File: src/rtl/ebi_master.sv
// ebi_master: single-transaction external bus interface master.
// A host request is latched in IDLE and played out on the bus as a
// SETUP / STROBE / HOLD sequence whose lengths are set by parameters.
// Every bus-facing output is a flop, so nothing glitches on state changes.
//
// state  | meaning
// -------+------------------------------------------------------------
// IDLE   | bus parked (cs_n=1, strobes high); accepts req; ack pulse here
// SETUP  | cs_n low, direction and data driven, strobes still high
// STROBE | oe_n low (read) or we_n=~be (write); read data sampled at end
// HOLD   | strobes released, cs_n/address/data/direction held steady
module ebi_master #(
  parameter int unsigned T_SETUP  = 1,
  parameter int unsigned T_STROBE = 2,
  parameter int unsigned T_HOLD   = 1
) (
  input  logic        clk,
  input  logic        rst,
  input  logic        req,
  input  logic        wr,
  input  logic [5:0]  addr,
  input  logic [31:0] wdata,
  input  logic [3:0]  be,
  output logic [31:0] rdata,
  output logic        ack,
  output logic        busy,
  output logic        cs_n,
  output logic        oe_n,
  output logic [3:0]  we_n,
  output logic        rd_wr,
  output logic [7:0]  ebi_addr,
  output logic [31:0] data_o,
  output logic        data_oe,
  input  logic [31:0] data_i
);

  typedef enum logic [1:0] {
    IDLE   = 2'd0,
    SETUP  = 2'd1,
    STROBE = 2'd2,
    HOLD   = 2'd3
  } state_t;

  // The shared counter is loaded with (length - 1) on entry and the state
  // advances when it reaches zero, so each phase lasts exactly its length.
  localparam logic [3:0] SETUP_LD  = 4'(T_SETUP - 1);
  localparam logic [3:0] STROBE_LD = 4'(T_STROBE - 1);
  localparam logic [3:0] HOLD_LD   = 4'(T_HOLD - 1);

  state_t     state;
  logic [3:0] cnt;
  logic       wr_l;
  logic [3:0] be_l;

  // Sequencer: state, shared down-counter and all registered outputs.
  // ebi_addr and data_o double as the latched address and write data.
  always_ff @(posedge clk) begin
    if (rst) begin
      state    <= IDLE;
      cnt      <= 4'd0;
      wr_l     <= 1'b0;
      be_l     <= 4'd0;
      cs_n     <= 1'b1;
      oe_n     <= 1'b1;
      we_n     <= 4'hF;
      rd_wr    <= 1'b1;
      data_oe  <= 1'b0;
      ebi_addr <= 8'd0;
      data_o   <= 32'd0;
      rdata    <= 32'd0;
      ack      <= 1'b0;
      busy     <= 1'b0;
    end else begin
      ack <= 1'b0;
      case (state)
        IDLE: begin
          if (req) begin
            wr_l     <= wr;
            be_l     <= be;
            ebi_addr <= {addr, 2'b00};
            data_o   <= wdata;
            cs_n     <= 1'b0;
            rd_wr    <= ~wr;
            data_oe  <= wr;
            busy     <= 1'b1;
            cnt      <= SETUP_LD;
            state    <= SETUP;
          end
        end
        SETUP: begin
          if (cnt == 4'd0) begin
            // Only one strobe type is ever asserted; be=0 writes keep we_n high.
            if (wr_l) begin
              we_n <= ~be_l;
            end else begin
              oe_n <= 1'b0;
            end
            cnt   <= STROBE_LD;
            state <= STROBE;
          end else begin
            cnt <= cnt - 4'd1;
          end
        end
        STROBE: begin
          if (cnt == 4'd0) begin
            if (!wr_l) begin
              rdata <= data_i;
            end
            oe_n  <= 1'b1;
            we_n  <= 4'hF;
            cnt   <= HOLD_LD;
            state <= HOLD;
          end else begin
            cnt <= cnt - 4'd1;
          end
        end
        HOLD: begin
          if (cnt == 4'd0) begin
            cs_n    <= 1'b1;
            rd_wr   <= 1'b1;
            data_oe <= 1'b0;
            busy    <= 1'b0;
            ack     <= 1'b1;
            state   <= IDLE;
          end else begin
            cnt <= cnt - 4'd1;
          end
        end
        default: begin
          state <= IDLE;
        end
      endcase
    end
  end

endmodule

File: config.mk
export PLATFORM = sky130hd
export DESIGN_NAME = ebi_master
export DESIGN_NICKNAME = d
export VERILOG_FILES = /design/src/rtl/ebi_master.sv
export SDC_FILE = /design/constraint.sdc
export NUM_CORES = 1
export LEC_CHECK = 0
export CAP_MARGIN = 40
export CORE_ASPECT_RATIO = 0.75
export CORE_MARGIN = 5
export CORE_UTILIZATION = 45
export DETAILED_ROUTE_END_ITERATION = 12
export HOLD_SLACK_MARGIN = 0.12
export PLACE_DENSITY = 0.89
export SYNTH_ARGS = -nofsm -noshare
export SYNTH_HDL_FRONTEND = slang
export SYNTH_SLANG_ARGS = --single-unit
File: constraint.sdc
create_clock -name clk -period 4.4 [get_ports clk]
set_input_delay 0.88 -clock clk [delete_from_list [all_inputs] [get_ports clk]]
set_output_delay 0.88 -clock clk [all_outputs]
set_load 0.01 [all_outputs]
# ---- After elaboration in Yosys (flattened, before gate mapping)
# Cells that the tools add are included.
dict set report word_totals {
  regBits 91
  inputBits 78
  output_inout_bits 82
  word_cells 69
}
dict set report op_classes {
  addsub 1
  eq_ne 10
  n_mux 28
  n_bitwise 4
  reduce_logical 12
}
# cell n
set op_table {}
lappend op_table {{2-to-1 mux 4 bit} 7}
lappend op_table {{one-hot mux 4 bit (4 select lines)} 1}
lappend op_table {{inequality test 2 bit, second input constant} 7}
lappend op_table {{AND reduction 4 bit} 3}
lappend op_table {{one-hot mux 1 bit (2 select lines)} 5}
lappend op_table {{2-to-1 mux 1 bit} 9}
lappend op_table {{2-to-1 mux 2 bit} 4}
lappend op_table {{one-hot mux 2 bit (4 select lines)} 1}
lappend op_table {{one-hot mux 4 bit (2 select lines)} 1}
lappend op_table {{AND reduction 3 bit} 2}
lappend op_table {{== test 2 bit, second input constant} 2}
lappend op_table {{logical NOT 4 bit} 1}
lappend op_table {{inverter 4 bit} 1}
lappend op_table {{AND reduction 2 bit} 2}
lappend op_table {{nonzero test 2 bit} 2}
lappend op_table {{subtractor 4 x 1 -> 4 bit, second input constant} 1}
lappend op_table {{inverter 1 bit} 3}
lappend op_table {{== test 2 x 1 -> 1 bit, second input constant} 1}
lappend op_table {{logical NOT 2 bit} 1}
lappend op_table {{OR reduction 2 bit} 1}

# ---- Longest topological paths before layout
dict set report depth {
  depth_word 4
  mapped_depth 8
  ltp_nobuf 5
}

# ---- Worst setup path after synthesis
# OpenSTA, ideal clock, no wires.
dict set report synth_path {
  path_kind {input -> register}
  from {in rst}
  to {reg data_o[10]}
  setup_ns 0.132
  arrival_ns 1.473
  required_ns 4.268
  setup_slack_ns 2.795
  path_stages 3
  path_cell_list {clkbuf_1 > clkbuf_1 > a21oi_1}
}
# item line
set synth_rtl {}
lappend synth_rtl {{from (decl)} 18} ;# input logic rst,
lappend synth_rtl {{to (signal assigned)} 81} ;# data_o <= wdata;
lappend synth_rtl {{to (decl)} 32} ;# output logic [31:0] data_o,
# No word-level cell between the ends.

# ---- Worst setup path after layout
dict set report layout_path {
  from {reg busy}
  to {out busy}
}
# item line
set layout_rtl {}
lappend layout_rtl {{from (decl)} 26} ;# output logic busy,
lappend layout_rtl {{from (signal assigned)} 72} ;# busy <= 1'b0;
lappend layout_rtl {{from (signal assigned)} 85} ;# busy <= 1'b1;
lappend layout_rtl {{from (signal assigned)} 122} ;# busy <= 1'b0;
# No word-level cell between the ends.

==> run summary <==
Core Region - 0.00781 mm²
max-slew violations - 0
via count - 3591
Post-route DRC - 0
Avg Cell Area, Syn - 8.18 µm²
final period utilization - 0.501
CTS tree - yes
Required @ worst endpoint - 3.52 ns
share of layout cells above drive strength 1 - 0.0484
WP depth - 1
cells on worst reg2reg path - 6
setup tns final - 0 ns
total grt overflow - 0
CP top delay family - buffers and inverters
initial antenna violation count - 0
Setup CP Type - flop to output port
Mapped Cells - 436
synth-to-layout area growth - 50.9%
WL/cell - 15.5 µm
Buf/Inv on CP - 1
Maximum Capacitance Violations - 0
largest net degree at the start of global routing - 45
CTS Buffer Depth - 2
crit path time final - 2.21 ns
CP Capture Type - output port
global-route met2 utilization - 0.355
GRT Max-Usage Layer - met2
Fin. Hold Viols - 0
CP endpoint - busy
Crit Path Max Fanout - 3
Slowest cell on crit path - clkdlybuf4s50_1
Starting Density - 0.456
standard-cell row count - 28
Post-CTS Resized - 0
Total GRT Usage - 0.210
global-route wire length before repair - 16800 µm
Crit path largest cell delay - 0.60 ns
worst slew pin tran - 0.613 ns
skew final - 0.0106 ns
DPL Wire Length - 7690 µm
Port Buf Inserts - 157
Cell Chain, Critical Path - clkdlybuf4s50_1
leak pwr - 1.92 nW
Worst Hold Slack - 0.457 ns
vias per inst - 5.25
TritonCTS buffer count - 9
fin nets - 658
Die Ht - 87.1 µm
WL final - 10600 µm
Yosys cell types - 39
reg-to-reg startpoint - cnt[0]
RSZ-0062 raised after global routing - no
Hold Path Class - flop to flop
CP Data Arrival Time - 1.33 ns
postcts setup bufs - 0
worst vdd ir - 0.254 mV
setup violators final - 0
global routing usage on met3 - 0.0986
ant diodes - 0
H-tree depth - 3
Die X - 113 µm
Sink Count - 91
Root Driver - clkbuf_8
critical path startpoint - busy
Fill cells - 627
Setup crit start kind - flop
die area - 0.00982 mm²
gpl congestion - 0.790
number of global-route vias before repair - 3580
hold buffers post-CTS - 0
FMAX - 453 MHz
clk_lat worst skew - 0.35 ns
TritonRoute pass-1 iters - 5
1st-iter DRT viols - 335
synth warn - 0
register area share after synthesis - 0.511
# IOs - 160
RR Endpoint - rdata[29]
register bit total from synthesis - 91
pwr dens - 542 mW/mm²
Worst-path clk slew - 0.10 ns
met1 usage - 0.242
Post-Syn Area - 0.00356 mm²
internal reg-to-reg setup slack - 2.44 ns
Worst slew margin - 0.591
status - finished clean
post-route ant nets - 0
stage by stage:
stage	util	instances	total power, mW	worst slack, ns	cell area (µm²)
after floorplan	-	437	1.88	2.79	3570
after global placement	0.656	664	2.33	1.56	5130
after detailed placement	0.667	668	2.43	1.85	5210
after CTS	0.689	684	2.93	2.17	5380
after global routing	0.689	684	3.10	2.07	5380
final	0.689	684	2.91	2.19	5380
Yosys cell counts:
cell | count | area, µm²
buf_6 | 1 | 11.3
nor2b_1 | 3 | 18.8
nor3b_1 | 1 | 7.51
mux2i_1 | 2 | 20.0
inv_1 | 9 | 33.8
a211oi_2 | 1 | 12.5
nor4_1 | 4 | 25.0
nor3b_2 | 1 | 12.5
o2111ai_1 | 1 | 8.76
o21ai_1 | 36 | 180
a211oi_1 | 1 | 7.51
or3b_1 | 1 | 8.76
a21oi_1 | 84 | 420
nor2_1 | 2 | 7.51
clkbuf_1 | 22 | 82.6
a31oi_1 | 1 | 6.26
or3_1 | 1 | 6.26
o31ai_1 | 1 | 7.51
o32ai_1 | 1 | 8.76
conb_1 | 1 | 3.75
a21o_1 | 3 | 22.5
o21bai_1 | 6 | 45.0
o31a_1 | 1 | 8.76
buf_4 | 2 | 15.0
ha_1 | 6 | 75.1
nor3_1 | 1 | 5.00
mux2_2 | 1 | 11.3
o21a_1 | 1 | 7.51
nor4b_1 | 1 | 8.76
a41oi_1 | 1 | 8.76
and2_1 | 1 | 6.26
nand2_1 | 89 | 334
dfxtp_1 | 91 | 1820
nand4b_1 | 1 | 8.76
buf_2 | 15 | 75.1
a22oi_1 | 1 | 7.51
nand2b_1 | 5 | 31.3
nand3b_1 | 1 | 7.51
nand3_1 | 35 | 175
logic make-up (layout without fill, tap and decap cells):
logic type,after synthesis,count (layout),share of synthesized area
simple gates,147,147,0.186
compound gates,139,139,0.211
flops,91,91,0.511
buf+inv,49,191,0.0611
fa+ha+maj,6,6,0.0211
mux,3,3,0.00878
other cells,1,2,0.00105
sequential cells by signal, indices dropped and copies added, names as in the netlist:
| name | flops |
|---|---|
| be_l | 4 |
| cnt | 4 |
| rdata | 32 |
| ebi_addr | 6 |
| ack | 1 |
| data_oe | 1 |
| rd_wr | 1 |
| state | 2 |
| we_n | 4 |
| data_o | 32 |
| oe_n | 1 |
| cs_n | 1 |
| wr_l | 1 |
| busy | 1 |
how the worst min path moves through the flow:
stage / start / endpoint / slack [ns] / cells past startpoint
2_1_floorplan: be_l[3] / be_l[3] / 0.43 / 2
3_3_place_gp: data_o[28] / data_o[28] / 0.44 / 2
3_5_place_dp: data_o[7] / data_o[7] / 0.45 / 2
4_1_cts: be_l[0] / be_l[0] / 0.46 / 2
5_1_grt: data_o[5] / data_o[5] / 0.49 / 2
6_report: data_o[2] / data_o[2] / 0.46 / 2
power by group:
part	internal, mW	switching, mW
logic	0.573	0.740
registers	0.992	0.105
clock network	0.208	0.295
per-layer routing:
layer / part of all wire / wire length, µm / vias up
met3: 0.11 / 1200 / 12
li1: - / - / 1764
met5: 0 / 0 / -
met4: 0.0095 / 101 / 0
met2: 0.47 / 4950 / 152
met1: 0.41 / 4360 / 1663
worst register-to-register path, delay by kind of cell (launching register included):
kind,cells,cell delay [ns]
buf+inv,2,0.48
simple gates,1,0.57
compound gates,2,0.29
fa+ha+maj,1,0.19
flops,1,0.34
layout by cell type, fill, tap and decap left out, types with 6 or more instances in the layout:
cell type / Yosys / layout
nand2_1: 89 / 89
ha_1: 6 / 6
dfxtp_1: 91 / 91
a21oi_1: 84 / 84
clkbuf_8: 0 / 9
nand3_1: 35 / 35
clkdlybuf4s50_1: 0 / 156
inv_1: 9 / 9
o21ai_1: 36 / 36
o21bai_1: 6 / 6
final cells by class:
| cell class | instances | area (µm²) | area share |
|---|---|---|---|
| Sequential cell | 91 | 1820 | 0.339 |
| Multi-Input combinational cell | 297 | 1540 | 0.286 |
| Clock inverter | 5 | 38.8 | 0.00721 |
| Tap cell | 105 | 131 | 0.0244 |
| Timing Repair Buffer | 166 | 1690 | 0.313 |
| Inverter | 9 | 33.8 | 0.00628 |
| Clock buffer | 11 | 131 | 0.0244 |
Power figures use the tool's default switching activity.
